### src/rtl/mips_pkg.sv
// Shared constants, FSM encoding and sign helpers for the iterative multiply/divide sequencer.
package mips_pkg;

    localparam int unsigned XLEN     = 32;
    localparam int unsigned PART_W   = 2 * XLEN;
    localparam int unsigned ITER_CNT = 32;
    localparam int unsigned CNT_W    = 6;

    typedef enum logic [1:0] {
        ST_IDLE = 2'd0,
        ST_RUN  = 2'd1,
        ST_FIX  = 2'd2
    } state_e;

    typedef struct packed {
        logic div;
        logic neg_a;
        logic neg_b;
    } op_flags_t;

    function automatic logic [XLEN-1:0] neg_if(input logic en, input logic [XLEN-1:0] x);
        return en ? (~x + XLEN'(1)) : x;
    endfunction

    function automatic logic [PART_W-1:0] neg_if_wide(input logic en, input logic [PART_W-1:0] x);
        return en ? (~x + PART_W'(1)) : x;
    endfunction

endpackage

### src/rtl/muldiv_sequencer_if.sv
// Issue/result bundle between the E stage and the multiply/divide sequencer.
interface muldiv_sequencer_if;
    import mips_pkg::*;

    logic            start;
    logic            mul0_div1_sel;
    logic            signed_op;
    logic [XLEN-1:0] in_a;
    logic [XLEN-1:0] in_b;
    logic            hilo_rd;
    logic            busy;
    logic            stall_req;
    logic [XLEN-1:0] hi;
    logic [XLEN-1:0] lo;
    logic            done;

    modport master (
        output start, mul0_div1_sel, signed_op, in_a, in_b, hilo_rd,
        input  busy, stall_req, hi, lo, done
    );

    modport slave (
        input  start, mul0_div1_sel, signed_op, in_a, in_b, hilo_rd,
        output busy, stall_req, hi, lo, done
    );
endinterface

### src/rtl/muldiv_step.sv
// One radix-2 step on the 64-bit partial register: shift-add multiply or restoring divide.
module muldiv_step
    import mips_pkg::*;
(
    input  logic              div_i,
    input  logic [PART_W-1:0] part_i,
    input  logic [XLEN-1:0]   operand_i,
    output logic [PART_W-1:0] part_c
);

    logic [XLEN:0] add_sum;
    logic [XLEN:0] rem_trial;
    logic [XLEN:0] rem_diff;
    logic          rem_ge;

    // Multiply: low half holds remaining multiplier bits, product shifts in from the top.
    // Divide: {remainder, dividend/quotient} shifts left; a clear borrow bit means subtract fits.
    always_comb begin
        add_sum   = {1'b0, part_i[PART_W-1:XLEN]} + (part_i[0] ? {1'b0, operand_i} : (XLEN+1)'(0));
        rem_trial = part_i[PART_W-1:XLEN-1];
        rem_diff  = rem_trial - {1'b0, operand_i};
        rem_ge    = ~rem_diff[XLEN];
        if (div_i) begin
            part_c = rem_ge ? {rem_diff[XLEN-1:0], part_i[XLEN-2:0], 1'b1}
                            : {part_i[PART_W-2:0], 1'b0};
        end else begin
            part_c = {add_sum, part_i[XLEN-1:1]};
        end
    end

endmodule

### src/rtl/muldiv_sequencer.sv
// Iterative HI/LO multiply/divide unit (IDLE -> RUN x32 -> FIX).
// Build option MULDIV_FAST_MUL_EN: single-cycle combinational multiply; divide stays iterative.
module muldiv_sequencer
    import mips_pkg::*;
(
    input logic               clk,
    input logic               rst,
    muldiv_sequencer_if.slave bus
);

    state_e            state_q, state_d;
    logic [CNT_W-1:0]  cnt_q, cnt_d;
    logic [PART_W-1:0] part_q, part_d;
    logic [XLEN-1:0]   opnd_q, opnd_d;
    op_flags_t         flags_q, flags_d;
    logic [XLEN-1:0]   hi_q, hi_d;
    logic [XLEN-1:0]   lo_q, lo_d;
    logic              done_q, done_d;
    logic              busy_q, busy_d;

    logic [PART_W-1:0] step_c;
    logic              a_neg, b_neg;
    logic [XLEN-1:0]   a_mag, b_mag;
    logic              sign_diff;
    logic              latch_iter;

    muldiv_step u_step (
        .div_i     (flags_q.div),
        .part_i    (part_q),
        .operand_i (opnd_q),
        .part_c    (step_c)
    );

`ifdef MULDIV_FAST_MUL_EN
    logic [PART_W-1:0] fast_prod_c;
    assign fast_prod_c = {{XLEN{a_neg}}, bus.in_a} * {{XLEN{b_neg}}, bus.in_b};
`endif

    assign a_neg     = bus.signed_op & bus.in_a[XLEN-1];
    assign b_neg     = bus.signed_op & bus.in_b[XLEN-1];
    assign a_mag     = neg_if(a_neg, bus.in_a);
    assign b_mag     = neg_if(b_neg, bus.in_b);
    assign sign_diff = flags_q.neg_a ^ flags_q.neg_b;

    always_comb begin
        state_d = state_q;
        cnt_d   = cnt_q;
        part_d  = part_q;
        opnd_d  = opnd_q;
        flags_d = flags_q;
        hi_d    = hi_q;
        lo_d    = lo_q;
        done_d  = 1'b0;

`ifdef MULDIV_FAST_MUL_EN
        latch_iter = bus.start & bus.mul0_div1_sel;
`else
        latch_iter = bus.start;
`endif

        unique case (state_q)
            ST_IDLE: begin
`ifdef MULDIV_FAST_MUL_EN
                if (bus.start && !bus.mul0_div1_sel) begin
                    {hi_d, lo_d} = fast_prod_c;
                    done_d       = 1'b1;
                end
`endif
                if (latch_iter) begin
                    part_d  = {XLEN'(0), a_mag};
                    opnd_d  = b_mag;
                    flags_d = '{div: bus.mul0_div1_sel, neg_a: a_neg, neg_b: b_neg};
                    cnt_d   = '0;
                    state_d = ST_RUN;
                end
            end
            ST_RUN: begin
                part_d = step_c;
                cnt_d  = cnt_q + CNT_W'(1);
                if (cnt_q == CNT_W'(ITER_CNT - 1)) begin
                    state_d = ST_FIX;
                end
            end
            ST_FIX: begin
                // Quotient follows sign mismatch; remainder follows the dividend.
                if (flags_q.div) begin
                    hi_d = neg_if(flags_q.neg_a, part_q[PART_W-1:XLEN]);
                    lo_d = neg_if(sign_diff, part_q[XLEN-1:0]);
                end else begin
                    {hi_d, lo_d} = neg_if_wide(sign_diff, part_q);
                end
                done_d  = 1'b1;
                cnt_d   = '0;
                state_d = ST_IDLE;
            end
            default: state_d = ST_IDLE;
        endcase

        busy_d = (state_d != ST_IDLE);
    end

    always_ff @(posedge clk) begin
        if (rst) begin
            state_q <= ST_IDLE;
            cnt_q   <= '0;
            part_q  <= '0;
            opnd_q  <= '0;
            flags_q <= '0;
            hi_q    <= '0;
            lo_q    <= '0;
            done_q  <= 1'b0;
            busy_q  <= 1'b0;
        end else begin
            state_q <= state_d;
            cnt_q   <= cnt_d;
            part_q  <= part_d;
            opnd_q  <= opnd_d;
            flags_q <= flags_d;
            hi_q    <= hi_d;
            lo_q    <= lo_d;
            done_q  <= done_d;
            busy_q  <= busy_d;
        end
    end

    assign bus.busy      = busy_q;
    assign bus.stall_req = busy_q & (bus.hilo_rd | bus.start);
    assign bus.hi        = hi_q;
    assign bus.lo        = lo_q;
    assign bus.done      = done_q;

endmodule

### src/flat_wrapper.sv
// flat-port wrapper written by rule: the top's interface ports become plain ports
module muldiv_sequencer_flat import mips_pkg::*;
  (clk, rst, bus_start, bus_mul0_div1_sel, bus_signed_op, bus_in_a, bus_in_b, bus_hilo_rd, bus_busy, bus_stall_req, bus_hi, bus_lo, bus_done);
  muldiv_sequencer_if bus_i ();
  input logic clk;
  input logic rst;
  input wire logic [$bits(bus_i.start)-1:0] bus_start;
  input wire logic [$bits(bus_i.mul0_div1_sel)-1:0] bus_mul0_div1_sel;
  input wire logic [$bits(bus_i.signed_op)-1:0] bus_signed_op;
  input wire logic [$bits(bus_i.in_a)-1:0] bus_in_a;
  input wire logic [$bits(bus_i.in_b)-1:0] bus_in_b;
  input wire logic [$bits(bus_i.hilo_rd)-1:0] bus_hilo_rd;
  output wire logic [$bits(bus_i.busy)-1:0] bus_busy;
  output wire logic [$bits(bus_i.stall_req)-1:0] bus_stall_req;
  output wire logic [$bits(bus_i.hi)-1:0] bus_hi;
  output wire logic [$bits(bus_i.lo)-1:0] bus_lo;
  output wire logic [$bits(bus_i.done)-1:0] bus_done;
  assign bus_i.start = bus_start;
  assign bus_i.mul0_div1_sel = bus_mul0_div1_sel;
  assign bus_i.signed_op = bus_signed_op;
  assign bus_i.in_a = bus_in_a;
  assign bus_i.in_b = bus_in_b;
  assign bus_i.hilo_rd = bus_hilo_rd;
  assign bus_busy = bus_i.busy;
  assign bus_stall_req = bus_i.stall_req;
  assign bus_hi = bus_i.hi;
  assign bus_lo = bus_i.lo;
  assign bus_done = bus_i.done;
  muldiv_sequencer u_core (.clk(clk), .rst(rst), .bus(bus_i));
endmodule
### config.mk
export PLATFORM = sky130hd
export DESIGN_NAME = muldiv_sequencer_flat
export DESIGN_NICKNAME = d
export VERILOG_FILES = /design/src/rtl/mips_pkg.sv /design/src/rtl/muldiv_sequencer_if.sv /design/src/rtl/muldiv_step.sv /design/src/rtl/muldiv_sequencer.sv /design/src/flat_wrapper.sv
export SDC_FILE = /design/constraint.sdc
export NUM_CORES = 1
export LEC_CHECK = 0
export ABC_CLOCK_PERIOD_IN_PS = 10510
export CELL_PAD_IN_SITES_DETAIL_PLACEMENT = 1
export CELL_PAD_IN_SITES_GLOBAL_PLACEMENT = 1
export CORE_AREA = 3 3 239 241
export DETAILED_ROUTE_END_ITERATION = 6
export DIE_AREA = 0 0 242 244
export GPL_TIMING_DRIVEN = 0
export PLACE_DENSITY = 0.59
export SETUP_SLACK_MARGIN = 0.02
export SKIP_CTS_REPAIR_TIMING = 1
export SYNTH_ARGS = -nofsm -noshare
export SYNTH_HDL_FRONTEND = slang
export SYNTH_SLANG_ARGS = --single-unit
### constraint.sdc
create_clock -name clk -period 10.51 [get_ports clk]
set_clock_uncertainty 0.2 [all_clocks]
set_input_delay 3.153 -clock clk [delete_from_list [all_inputs] [get_ports clk]]
set_output_delay 3.153 -clock clk [all_outputs]
set_load 0.02 [all_outputs]
==> results summary, run 1 <==
The flow ran to the end, and the final reports show no timing, DRC or antenna violations. The synthesized design contains 0 enable-type register cells. The power per cell area came out at 114 nW/um^2. After synthesis, the largest family of logic cells by area is compound AO/OA/AOI/OAI gates. The residual overflow from global routing came out at 0. The startpoint class of the critical path is an input port.

For this run, the leading register cell type out of synthesis is dfxtp_1. The wire length after detailed routing came out at between 50000 and 60000 um. The worst-case IR drop observed on VDD is roughly 0.00012 V. In this run the remaining antenna-violating nets after routing total 0. After legalization and detailed placement, the total HPWL measured ~48000 um.

In the layout the commonest cells are nor2_1, nand2_1, dfxtp_1. The final design area excluding fillers is between 15000 and 20000 um^2. The global placement routability congestion came out at between 0.8 and 0.9.

In this run the tightest slew margin relative to its limit is 0.242. The xor and xnor area share after synthesis came out at 0.107. The floorplan row count is 86. The standard cell core area came out at 55100 um^2. The fmax came out at 128 MHz. The share of the Yosys chip area taken by registers is 0.251. The sort of element at the end of the critical path is an output pin.

After clock tree synthesis, the clock-pin slew on the worst setup and hold paths is roughly 70 ps. The leakage dissipation came out at between 6 and 7 nW. Along the worst path, the maximum fanout reaches 4. The compound-cell area share of the yosys netlist came to 0.273.

The die width came out at 242 um. The tree is rooted in a clkbuf_16. Entering global routing, the biggest net connects 17 pins. The starting utilization of the core area is 0.250. The worst setup path is of the input port to output pin kind. The post-synthesis instance area came out at about 14000 um^2. The DRC violation total after the first TritonRoute iteration came out at roughly 770. The largest buffer count on any clock path came out at 2. The cell area after placement came out at around 16000 um^2.

In this run, distinct cell masters in the synthesized netlist total 86. The type of the tightest min-delay check is flip-flop to flip-flop. The async set or reset register ratio after synthesis is 0.

The DRC violations left is 0. The first global-routing pass estimated roughly 90000 um of wire. Setup repair after global routing left no endpoint under its margin.

TritonCTS built the clock tree. The number of sinks on the clock net came out at 173. The full die area came out at around 59000 um^2. The die outline height came out at around 240 um.

The wire length per cell is between 20 and 25 um. The transition time at the pin with the least slew margin is roughly 1100 ps. The final number of max-transition violations came to 0.

The via count of the first global-routing pass is between 10000 and 15000. At the end of the flow, the number of nets in the layout was around 2200. The layout cell share with drive strength beyond 1 is 0.0361. The multiplexer area fraction after synthesis is 0.0327.

The post-synthesis instance total came out at 1856. In this run, synthesis produced a sequential element count of 173. The number of port buffers came out at 135. The initial antenna violation count came to 0. The period utilization came out at 0.742. Leaving out fill and tap cells, the most frequent cell in the layout is nor2_1. The minimum clock period after layout is between 7000 and 8000 ps.

Setup total negative slack on the finished layout was measured at 0 ps. The number of warnings reported in the yosys synthesis log came out at 0. The mean cell area of the mapped netlist is about 7.4 um^2.

The routed layout has 14500 vias. Compared with the post-synthesis result, the final layout area differs by 21.0%. The synthesized-area fraction occupied by adder cells is 0.0682. The level count of the clock H-tree is 4. The critical path data required time came out at approximately 7200 ps.

The top-level I/O count came out at ~140. The antenna diode instance count came out at 0. The number of search-and-repair iterations in the first detailed-routing pass is 5. The simple logic cell fraction of the synthesized area is 0.211. The number of max-capacitance violations reported is 0.

The total track usage came out at 0.200. The number of clock buffers inserted by TritonCTS is 17. The synthesized net count came out at 2000. The number of setup violations in the final report came out at 0. The number of hold-slack violations in the final timing report is 0. The post-detailed-route via-to-cell ratio came out at between 5 and 6. The worst path arrival time is ~4400 ps. The clock latency reported for the late side of the worst-skew pair is roughly 510 ps.
cell usage after synthesis, types with 44 or more instances:
library cell,instances,share of area
a211oi_1,78,0.042
dfxtp_1,173,0.25
ha_1,72,0.065
mux2i_1,44,0.032
clkbuf_1,106,0.029
inv_1,75,0.020
nand2_1,178,0.048
a21oi_1,159,0.058
xnor2_1,90,0.057
o21ai_0,97,0.035
nor2_1,240,0.065
xor2_1,79,0.050
metrics by stage:
stage / hold WS, ps / total power (W) / instances / utilization / setup slack (ps)
after floorplan: 232 / 0.00105 / 1856 / - / 3770
after global placement: 244 / 0.00123 / 2739 / 0.292 / 2720
after detailed placement: 271 / 0.00123 / 2740 / 0.292 / 2710
after CTS: 281 / 0.00192 / 2772 / 0.303 / 2700
after global routing: 291 / 0.00200 / 2772 / 0.303 / 2650
final: 276 / 0.00190 / 2772 / 0.303 / 2710
kinds of logic after synthesis:
logic type | Yosys count
AND/OR/NAND/NOR | 626
flip-flops | 173
adder cells (fa/ha/maj) | 74
buffers and inverters | 200
AO/OA/AOI/OAI | 569
XOR/XNOR | 169
multiplexers | 45
layout make-up:
class	count	area, um^2
timing repair buffer	136	1360
tap	748	936
clock buffer	18	429
fill	6839	38400
multi-input combinational	1483	9560
inverter	76	285
sequential	173	3460
clock inverter	14	159
buffer	124	497
power by group:
part	switching (W)	internal [W]	total (W)
clock	0.000325	0.000355	0.000680
combinational	0.000327	0.000184	0.000511
sequential	0.0000308	0.000681	0.000712
total	0.000683	0.00122	0.00190
layer usage:
metal / GRT usage / vias to the layer above / wire length (um)
li1: - / 6986 / -
met3: 0.0352 / 73 / 2820
met2: 0.330 / 367 / 27600
met1: 0.266 / 7106 / 28000
met4: 0.0633 / 0 / 1550
met5: 0 / - / 0
critical path, stage by stage:
cell             delay [ps]
clkdlybuf4s50_1         550
o21a_1                  150
clkdlybuf4s50_1         590
state kept, by name, summed over array words and instances (netlist names):
register         cells
u_core.bus.busy      1
u_core.bus.done      1
u_core.state_q       2
u_core.flags_q       3
u_core.cnt_q         6
u_core.bus.lo       32
u_core.part_q       64
u_core.opnd_q       32
u_core.bus.hi       32
final timing paths:
| kind | from | end | slack (ps) | depth (start not counted) |
|---|---|---|---|---|
| max reg2reg | u_core.part_q[0] | u_core.part_q[61] | 5510 | 14 |
| max | bus_start | bus_stall_req | 2710 | 3 |
| min reg2reg | u_core.opnd_q[15] | u_core.opnd_q[15] | 280 | 2 |
| min | u_core.opnd_q[15] | u_core.opnd_q[15] | 280 | 2 |
Note: power is estimated with default switching activity, not from simulation.
==> run 2, diff against run 1 <==
--- a/config.mk
+++ b/config.mk
@@ -5,7 +5,7 @@
 export SDC_FILE = /design/constraint.sdc
 export NUM_CORES = 1
 export LEC_CHECK = 0
-export ABC_CLOCK_PERIOD_IN_PS = 10510
+export ABC_CLOCK_PERIOD_IN_PS = 8000
 export CELL_PAD_IN_SITES_DETAIL_PLACEMENT = 1
 export CELL_PAD_IN_SITES_GLOBAL_PLACEMENT = 1
 export CORE_AREA = 3 3 239 241
==> constraint.sdc (replaced) <==
create_clock -name clk -period 8 [get_ports clk]
set_clock_uncertainty 0.2 [all_clocks]
set_input_delay 2.4 -clock clk [delete_from_list [all_inputs] [get_ports clk]]
set_output_delay 2.4 -clock clk [all_outputs]
set_load 0.02 [all_outputs]
==> results of run 2 <==
The final DEF is identical to that of run 1. Status: completed.
Among the figures that moved: setup slack after placement 2710 ps -> 1710 ps; setup slack after layout 2710 ps -> 1710 ps; register-to-register setup slack 5510 ps -> 3000 ps; total power 0.00190 W -> 0.00250 W; worst IR drop on VDD 0.000124 V -> 0.000163 V
==> run 3, diff against run 2 <==
--- a/config.mk
+++ b/config.mk
@@ -5,14 +5,14 @@
 export SDC_FILE = /design/constraint.sdc
 export NUM_CORES = 1
 export LEC_CHECK = 0
-export ABC_CLOCK_PERIOD_IN_PS = 8000
+export ABC_CLOCK_PERIOD_IN_PS = 5700
 export CELL_PAD_IN_SITES_DETAIL_PLACEMENT = 1
 export CELL_PAD_IN_SITES_GLOBAL_PLACEMENT = 1
 export CORE_AREA = 3 3 239 241
 export DETAILED_ROUTE_END_ITERATION = 6
 export DIE_AREA = 0 0 242 244
 export GPL_TIMING_DRIVEN = 0
-export PLACE_DENSITY = 0.59
+export PLACE_DENSITY = 0.61
 export SETUP_SLACK_MARGIN = 0.02
 export SKIP_CTS_REPAIR_TIMING = 1
 export SYNTH_ARGS = -nofsm -noshare
==> constraint.sdc (replaced) <==
create_clock -name clk -period 5.7 [get_ports clk]
set_clock_uncertainty 0.2 [all_clocks]
set_input_delay 1.71 -clock clk [delete_from_list [all_inputs] [get_ports clk]]
set_output_delay 1.71 -clock clk [all_outputs]
set_load 0.02 [all_outputs]
==> results summary, run 3 (synthesis results as in run 1) <==
At the worst endpoint, the required time is around 5900 ps. The via count of the first global-routing pass is roughly 15000. The total track usage is 0.201.

The post-placement setup slack is between 400 and 500 ps. The largest buffer count on any clock path came out at 2. In the routed design, unresolved DRC markers number 0. between 100 and 150 I/O pins were placed. The highest cell delay on the worst timing path is ~1200 ps.

The sum of internal, switching and leakage power came out at about 0.0034 W. The wire length after detailed routing came out at roughly 60000 um. The worst pin sits at a relative slew slack of 0.0106. The power per cell area came out at approximately 210 nW/um^2. The DRC violation total after the first TritonRoute iteration came out at approximately 780.

The flip-flop count of the largest register, all copies and words added came out at 64. The final design area excluding fillers came out at approximately 17000 um^2. The die is between 200 and 250 um wide. The post-CTS clock slew at the launch and capture registers of the worst setup and hold paths came out at about 70 ps. The number of sinks on the clock net came out at approximately 170. The clock latency reported for the late side of the worst-skew pair came out at roughly 500 ps. The initial utilization of the core area, before any placement, comes to 0.250. Entering global routing, the biggest net connects 17 pins. Setup total negative slack on the finished layout was measured at 0 ps.

The number of buffers and inverters on the critical path is 2. The die outline height came out at ~240 um. The first-pass GRT wire length is 92000 um. Relative to the synthesized area, the layout overhead comes to 20.7%. Among cell families on the critical path, the largest total delay comes from compound AO/OA/AOI/OAI gates. The fmax came out at 198 MHz. IR analysis of the VDD net gives a maximum drop of 0.000209 V.

The number of vias after detailed routing came out at ~15000. The top cell types in the final layout, fill and taps aside, are nor2_1, nand2_1, dfxtp_1. The run finished, with violations left. The total overflow left after global routing is 0. The sort of element at the end of the critical path is a flip-flop. The full die area is 59000 um^2.

The number of clock buffers inserted by TritonCTS came out at 17. The transition time at the pin with the least slew margin is 1460 ps. The largest fanout of any net on the critical path is 8.

The final number of max-transition violations came to 0. The number of nets in the layout came out at between 2000 and 2500. The post-route core utilization came out at 0.302. The number of search-and-repair iterations in the first detailed-routing pass is 5. The post-detailed-route via-to-cell ratio came out at 5.24. The worst path arrival time is between 5000 and 6000 ps.

The cell area after placement came out at between 15000 and 20000 um^2. The library cell used most frequently in the layout, excluding fill and tap cells, is nor2_1. The largest individual stage delay along the critical path comes from the cell o41ai_1. The antenna diode instance count is 0. The number of max-capacitance violations reported came out at 1.

By startpoint and endpoint, the worst setup path is classified as flip-flop to flip-flop. The initial antenna violation count was 0. The min-delay analysis places its worst path in the category flip-flop to flip-flop.

The checks that failed: max-capacitance violations. The worst path setup slack after routing is 655 ps. The detail route stage leaves a number of antenna-violating nets equal to 0. In this design, the critical path's most frequently occurring cell is a21oi_1.

The minimum clock period after layout came out at 5050 ps. After filler insertion, the fill cell instance count of the layout stands at approximately 6900. After detailed routing, the average wire length per cell comes to about 22 um.

The number of hold-slack violations in the final timing report came to 0. The H-tree was split into 4 levels. The half-perimeter wire length after placement is just under 50000 um.

The count of buffers added on input and output ports is ~140. The TritonCTS clock tree is built. The standard cell core area came out at ~55000 um^2. The floorplan row count is 86.

The master cell of the clock root buffer is clkbuf_16. In this run the static leakage power is slightly above 6 nW. Setup repair after global routing left no endpoint under its margin.

More flip-flops sit in one register than any other, and that register is u_core.part_q. The number of setup violations in the final report came out at 0. The layout cell share with drive strength beyond 1 came out at 0.0351.

The startpoint class of the critical path is a flip-flop. The signal on the critical path passes through clkbuf_1 -> and2_1 -> ha_1 -> inv_1 -> fa_1 -> nor2b_1 -> o21ai_1 -> a21oi_1 -> o31ai_1 -> a21oi_1 -> nor3_1 -> o41ai_1 -> xnor2_1 -> o21ai_0 -> a311o_1. In the finished design, the share of the clock period the worst path needs comes to 0.885. The global placement routability congestion came out at a little over 0.9.
==> run 3: cell types whose count changed in the layout (fill, tap and decap cells not counted) <==
cell	change
clkinv_4	-3
clkinvlp_4	+4
clkbuf_8	+1
clkinv_2	-2
inv_8	-1
bufinv_16	-1
==> run 3: final timing paths <==
kind / start / to / slack [ps] / cells past startpoint
worst max-delay path: u_core.part_q[0] / u_core.part_q[53] / 650 / 15
worst min-delay path: u_core.opnd_q[15] / u_core.opnd_q[15] / 270 / 2
worst max register to register: u_core.part_q[0] / u_core.part_q[53] / 650 / 15
worst min register to register: u_core.opnd_q[15] / u_core.opnd_q[15] / 270 / 2
==> run 3: stage by stage <==
stage          std cells  hold WS (ps)
5_1_grt             2770           305
6_report            2770           271
4_1_cts             2770           277
3_3_place_gp        2739           246
2_1_floorplan       1856           232
3_5_place_dp        2740           269
==> run 3: cell type report <==
type / count / area (um^2) / share of cell area
timing repair buffer: 136 / 1360 / 0.0818
inverter: 76 / 285 / 0.0171
clock inverter: 11 / 111 / 0.00668
multi-input combinational: 1483 / 9560 / 0.574
buffer: 124 / 497 / 0.0298
tap: 748 / 936 / 0.0562
sequential: 173 / 3460 / 0.208
clock buffer: 19 / 443 / 0.0266
==> run 3: worst min-delay path: cells and delay by family (launching register included) <==
kind	cells	cell delay, ps
AND/OR/NAND/NOR	1	60
AO/OA/AOI/OAI	1	50
flip-flops	1	320
==> run 3: power breakdown <==
| part | total (W) | leakage, nW | switching, W | internal, W |
|---|---|---|---|---|
| logic | 0.000950 | 4.44 | 0.000612 | 0.000339 |
| clock network | 0.00119 | 0.260 | 0.000574 | 0.000613 |
| registers | 0.00131 | 1.41 | 0.0000542 | 0.00126 |
==> run 3: routing by layer <==
metal,global-route usage,up-vias,share of wire,wire [um]
li1,-,6974,-,-
met1,0.273,7220,0.48,28800
met2,0.336,268,0.47,28400
met3,0.0286,44,0.034,2070
met4,0.0484,0,0.016,956
met5,0,-,0,0
==> RTL change 1, RTL diff (settings of run 2) <==
Set the package constant `CNT_W` to 4 (it was 6).
--- a/src/rtl/mips_pkg.sv
+++ b/src/rtl/mips_pkg.sv
@@ -6,3 +6,3 @@
     localparam int unsigned ITER_CNT = 32;
-    localparam int unsigned CNT_W    = 6;
+    localparam int unsigned CNT_W    = 4;
 
Formal check against the unedited RTL: no difference found for any inputs over 10 cycles, from zero or initial values and one cycle with rst high; that may be too few to reach the edited logic, so the function may still have changed.
==> RTL change 1 against run 2 <==
  * Global-route usage fell by 0.17 points
  * Area after synthesis shrank 0.50%
  * Wire length down 0.80%
  * Design area down 0.59%
  * Critical path depth unchanged
  * Non-clock buffer count rose by 1
  * Power down 3.8%
  * Via count is 1.2% lower
  * Cell count decreased by 0.51%
  * Register-to-register slack better by 0.12 ns
  * Sequential cell count fell by 2
  * Worst setup slack gained 0.013 ns
  * Largest power group unchanged
  * Highest routed layer unchanged
==> RTL change 1: results (changes against run 2) <==
** Finish
- The number of nets at the end of the flow is 2141 (was 2155).
- Fraction of final layout cells sized beyond drive strength 1 :: 0.0333 (was 0.0361)
- The layout filler cell count was 6820 (was 6839).

** Drt
- The detailed router's first-iteration violation count came to 767 (was 772).
- Drt via density :: 5.21 (was 5.24)
- The routed wire length came to 59.5 mm (was 60.0 mm).

** CTS
- Clock transition at the registers of the reported paths :: 0.07 ns (about the same)
- TritonCTS buffer count :: 17 (unchanged)
- The latest clock arrival within the worst-skew pair came to 0.47 ns (was 0.51 ns).

** Global route
- The routing usage on met1 is 0.265 (was 0.266).
- The met3 track demand over resource in global routing was 0.0230 (was 0.0352).
- Initial antenna violation count :: 0 (unchanged)
- Number of global-route vias before repair :: 14820 (was 14630)
- First-pass GRT wire length :: 91.4 mm (was 91.2 mm)
- The global-route usage over all layers came to 0.198 (was 0.200).
- The global routing usage on met2 came to 0.341 (was 0.330).

** Min path
- The worst hold path depth is 2 (unchanged).
- Worst Hold End :: u_core.opnd_q[31] (was u_core.opnd_q[15])
- The critical hold path startpoint is u_core.opnd_q[31] (was u_core.opnd_q[15]).

** Power and ir drop
- The leakage component of the power was 6.35 nW (was 6.14 nW).
- The largest vdd supply drop is 113 uV (was 163 uV).
- The power spent charging and discharging nets is 0.859 mW (was 0.898 mW).

** Placed design
- Placer Congestion :: 0.886 (was 0.868)
- The half-perimeter wire length after detailed placement is 48.7 mm (was 48.3 mm).
- The placement-stage worst setup slack is 1.71 ns (about the same).
- Port Buf Inserts :: 136 (was 135)

** Critical path
- The capturing point of the worst reg2reg path is u_core.part_q[32] (was u_core.part_q[61]).
- R2r setup slk :: 3.12 ns (was 3.00 ns)
- Depth of the worst register-to-register path :: 12 (was 14)
- The launch point of the worst reg-to-reg path is u_core.part_q[32] (was u_core.part_q[0]).
- The largest driver fanout on the critical path was 4 (unchanged).
- Data arrival time of the critical path :: 3.68 ns (was 3.69 ns)

** Synthesis
- Net count after synthesis :: 1986 (was 2000)
- Unique cell type count in the Yosys netlist :: 75 (was 86)
- The sequential-to-total area share from yosys stat is 0.249 (was 0.251).
- Most numerous cell types in the synthesized netlist :: 231 x sky130_fd_sc_hd__nor2_1, 171 x sky130_fd_sc_hd__dfxtp_1, 162 x sky130_fd_sc_hd__nand2_1 (was 240 x sky130_fd_sc_hd__nor2_1, 178 x sky130_fd_sc_hd__nand2_1, 173 x sky130_fd_sc_hd__dfxtp_1)
- Leading cell types by total area after synthesis :: sky130_fd_sc_hd__dfxtp_1 25%, sky130_fd_sc_hd__ha_1 6.6%, sky130_fd_sc_hd__nor2_1 6.3%, sky130_fd_sc_hd__a21oi_1 5.7%, sky130_fd_sc_hd__xnor2_1 5.5% (was sky130_fd_sc_hd__dfxtp_1 25%, sky130_fd_sc_hd__ha_1 6.5%, sky130_fd_sc_hd__nor2_1 6.5%, sky130_fd_sc_hd__a21oi_1 5.8%, sky130_fd_sc_hd__xnor2_1 5.7%)

** Outcome
- Outcome :: completed (unchanged)

** Flow run
- The number of max-cap violations was 0 (unchanged).

** Timing
- Pin slew with the least headroom to its limit :: 0.974 ns (was 1.12 ns)
-- RTL change 1: layout make-up --
class,instances,area [um2],share of cell area
inverter,62,233,0.0140
timing repair buffer,136,1360,0.0820
clock inverter,14,135,0.00814
clock buffer,18,429,0.0259
tap,748,936,0.0564
sequential,171,3420,0.206
multi-input combinational,1484,9590,0.578
buffer,125,488,0.0294
-- RTL change 1: power groups by stage --
stage,clock (mW),sequential (mW),combinational (mW)
final,0.848,0.918,0.639
after floorplan,0,0.924,0.409
after global routing,0.900,0.923,0.701
after global placement,0,0.936,0.624
after CTS,0.870,0.917,0.636
after detailed placement,0,0.937,0.633
-- RTL change 1: logic make-up after synthesis --
group	after synthesis	share of synthesized area
buffers and inverters	187	0.0525
multiplexers	68	0.0497
adder cells (fa/ha/maj)	74	0.0685
AND/OR/NAND/NOR	614	0.208
XOR/XNOR	159	0.101
AO/OA/AOI/OAI	569	0.271
flip-flops	171	0.249
-- RTL change 1: stage by stage --
| stage | util | hold WS [ns] | cells | power (mW) | cell area (um2) |
|---|---|---|---|---|---|
| CTS | 0.301 | 0.267 | 2758 | 2.42 | 16600 |
| global route | 0.301 | 0.288 | 2758 | 2.52 | 16600 |
| floorplan | - | 0.232 | 1842 | 1.33 | 13700 |
| finish | 0.301 | 0.261 | 2758 | 2.41 | 16600 |
| global placement | 0.291 | 0.244 | 2726 | 1.56 | 16000 |
| detailed placement | 0.291 | 0.258 | 2726 | 1.57 | 16000 |
-- RTL change 1: worst max-delay path, cell delays in order --
cell	delay, ns
sky130_fd_sc_hd__clkdlybuf4s50_1	0.54
sky130_fd_sc_hd__o21a_1	0.15
sky130_fd_sc_hd__clkdlybuf4s50_1	0.59
-- RTL change 1: worst max path at each step --
stage	start	endpoint	slack [ns]	cells after the start
after floorplan	bus_start	bus_stall_req	2.76	1
after global placement	bus_start	bus_stall_req	1.71	3
after detailed placement	bus_start	bus_stall_req	1.71	3
after CTS	bus_start	bus_stall_req	1.71	3
after global routing	bus_start	bus_stall_req	1.66	3
final	bus_start	bus_stall_req	1.72	3
-- RTL change 1: routing by layer --
layer,vias to the layer above,share of wire
met5,-,0
met4,0,0.016
met2,233,0.48
met1,7118,0.48
li1,6970,-
met3,41,0.028
==> RTL change 2, RTL diff (flow settings as in run 2) <==
Made on the original files. The 3 states of `state_e` get a one-hot encoding in 3 bits.
--- a/src/rtl/mips_pkg.sv
+++ b/src/rtl/mips_pkg.sv
@@ -8,6 +8,6 @@
 
-    typedef enum logic [1:0] {
-        ST_IDLE = 2'd0,
-        ST_RUN  = 2'd1,
-        ST_FIX  = 2'd2
+    typedef enum logic [2:0] {
+        ST_IDLE = 3'b001,
+        ST_RUN  = 3'b010,
+        ST_FIX  = 3'b100
     } state_e;
Check against the original RTL: same outputs for any inputs over 10 cycles, from zero or initial values and one cycle with rst high; not proved beyond that.
==> RTL change 2 against run 2 <==
  * Sequential cell count rose by 1
  * Area after synthesis fell by 0.44%
  * Cell count fell by 1.2%
  * Maximum frequency rose by 0.63%
  * Sequential power barely moved
  * Design area fell by 0.40%
  * Worst setup slack improved by 0.039 ns
  * Wire length rose by 3.8%
  * Utilization fell by 0.12 points
  * Power fell by 2.2%
  * Critical path type unchanged
==> RTL change 2: results (changes against run 2) <==
** Min path
- The hold-critical path endpoint is u_core.opnd_q[21] (was u_core.opnd_q[15]).
- Critical hold path startpoint :: u_core.opnd_q[21] (was u_core.opnd_q[15])

** Timing
- The post-route worst hold slack was 0.262 ns (was 0.276 ns).
- The transition time at the pin with the least slew margin was 1.16 ns (was 1.12 ns).

** Placed design
- The cell total after placement is 2706 (was 2740).
- The half-perimeter wire length after detailed placement was 50.1 mm (was 48.3 mm).
- The placer's final routability congestion estimate was 0.920 (was 0.868).

** Drt
- Routed Wire Length :: 62.3 mm (was 60.0 mm)
- The ratio of routed vias to standard cells was 5.37 (was 5.24).
- Pre-Repair DR Iteration Count :: 4 (was 5)
- The routed length per instance was 22.7 um (was 21.6 um).

** Synthesis
- Seq/Total Area, Yosys :: 0.254 (was 0.251)
- Net count after synthesis :: 1964 (was 2000)
- Synthesized area divided by synthesized cell count :: 7.54 um2 (was 7.44 um2)
- Most numerous cell types in the synthesized netlist :: 260 x sky130_fd_sc_hd__nor2_1, 174 x sky130_fd_sc_hd__dfxtp_1, 139 x sky130_fd_sc_hd__a21oi_1 (was 240 x sky130_fd_sc_hd__nor2_1, 178 x sky130_fd_sc_hd__nand2_1, 173 x sky130_fd_sc_hd__dfxtp_1)
- Leading cell types by total area after synthesis: sky130_fd_sc_hd__dfxtp_1 25%, sky130_fd_sc_hd__nor2_1 7.1%, sky130_fd_sc_hd__a211oi_1 6.4%, sky130_fd_sc_hd__ha_1 6.3%, sky130_fd_sc_hd__a21oi_1 5.1% (was sky130_fd_sc_hd__dfxtp_1 25%, sky130_fd_sc_hd__ha_1 6.5%, sky130_fd_sc_hd__nor2_1 6.5%, sky130_fd_sc_hd__a21oi_1 5.8%, sky130_fd_sc_hd__xnor2_1 5.7%).
- The share of synthesized flip-flops with an asynchronous set or reset came to 0 (unchanged).

** Power and ir drop
- Power Internal :: 1.59 mW (was 1.60 mW)
- Leakage :: 5.95 nW (was 6.14 nW)
- The largest vdd supply drop was 134 uV (was 163 uV).

** Critical path
- Depth of the worst register-to-register path :: 11 (was 14)
- R2r setup slk :: 3.19 ns (was 3.00 ns)
- Crit path max fanout :: 3 (was 4)
- FF-to-FF End :: u_core.bus.hi[20] (was u_core.part_q[61])
- Data arrival time of the critical path :: 3.65 ns (was 3.69 ns)

** CTS
- The latest clock arrival within the worst-skew pair was 0.47 ns (was 0.51 ns).
- Root Driver :: sky130_fd_sc_hd__clkbuf_16 (unchanged)

** Global route
- Pin count of the biggest net entering global routing :: 18 (was 17)
- GR Util met1 :: 0.286 (was 0.266)
- Global-route met2 utilization :: 0.337 (was 0.330)
- Number of global-route vias before repair :: 15049 (was 14630)
- The global-route usage over all layers came to 0.207 (was 0.200).
- The initial antenna violation count came to 0 (unchanged).
- The global-route wire length before repair came to 94.4 mm (was 91.2 mm).
- GR Util met3 :: 0.0266 (was 0.0352)

** Outcome
- Outcome: completed (unchanged).

** Finish
- The number of nets at the end of the flow came to 2118 (was 2155).
- The share of final-layout standard cells stronger than drive strength 1 came to 0.0322 (was 0.0361).
## RTL change 2: cell count changes after synthesis, moves of 9 or more
cell / run 2 / this run
sky130_fd_sc_hd__nand2_1: 178 / 134
sky130_fd_sc_hd__inv_1: 75 / 63
sky130_fd_sc_hd__o211ai_1: 35 / 17
sky130_fd_sc_hd__a221o_1: 13 / 3
sky130_fd_sc_hd__or3_1: 30 / 20
sky130_fd_sc_hd__nor2_1: 240 / 260
sky130_fd_sc_hd__a21oi_1: 159 / 139
sky130_fd_sc_hd__o21ai_0: 97 / 106
sky130_fd_sc_hd__xnor2_1: 90 / 74
sky130_fd_sc_hd__a211oi_1: 78 / 117
sky130_fd_sc_hd__clkbuf_1: 106 / 91
## RTL change 2: how the worst max path moves through the flow
stage | from | depth (start not counted) | slack (ns) | endpoint
2_1_floorplan | bus_start | 1 | 2.76 | bus_stall_req
3_3_place_gp | bus_start | 3 | 1.74 | bus_stall_req
3_5_place_dp | bus_start | 3 | 1.74 | bus_stall_req
4_1_cts | bus_start | 3 | 1.74 | bus_stall_req
5_1_grt | bus_start | 3 | 1.69 | bus_stall_req
6_report | bus_start | 3 | 1.75 | bus_stall_req
## RTL change 2: layer usage
metal	wire length [um]	part of all wire
met3	2470	0.040
met1	30000	0.48
met4	1310	0.021
met2	28400	0.46
met5	0	0
## RTL change 2: through the flow
step,utilization,area [um2],setup slack [ns]
5_1_grt,0.302,16600,1.69
6_report,0.302,16600,1.75
3_5_place_dp,0.291,16000,1.74
4_1_cts,0.302,16600,1.74
2_1_floorplan,-,13700,2.76
3_3_place_gp,0.291,16000,1.74
## RTL change 2: logic make-up (layout without fill, tap and decap cells)
family / after synthesis / count (layout) / share of synthesized area
xor+xnor: 150 / 150 / 0.0956
compound gates: 584 / 584 / 0.283
buf+inv: 178 / 345 / 0.0513
simple gates: 615 / 615 / 0.214
fa+ha+maj: 71 / 71 / 0.0658
flops: 174 / 174 / 0.254
mux: 51 / 51 / 0.0372
## RTL change 2: area by class of cell
cell class,count,area [um2]
clock inverters,14,170
plain buffers,114,464
fillers,6782,38500
flip-flops and latches,174,3480
clock buffers,18,429
repair buffers,135,1350
multi-input cells,1471,9550
well taps,748,936
inverters,64,240
## RTL change 2: power groups by stage
stage | Sequential (mW) | Combinational, mW | Clock [mW]
final | 0.938 | 0.609 | 0.897
after global routing | 0.943 | 0.664 | 0.941
after CTS | 0.937 | 0.603 | 0.913
after detailed placement | 0.958 | 0.599 | 0
after global placement | 0.956 | 0.592 | 0
after floorplan | 0.941 | 0.383 | 0
## RTL change 2: critical path, stage by stage
cell,delay (ns)
sky130_fd_sc_hd__clkdlybuf4s50_1,0.52
sky130_fd_sc_hd__o21a_1,0.14
sky130_fd_sc_hd__clkdlybuf4s50_1,0.59
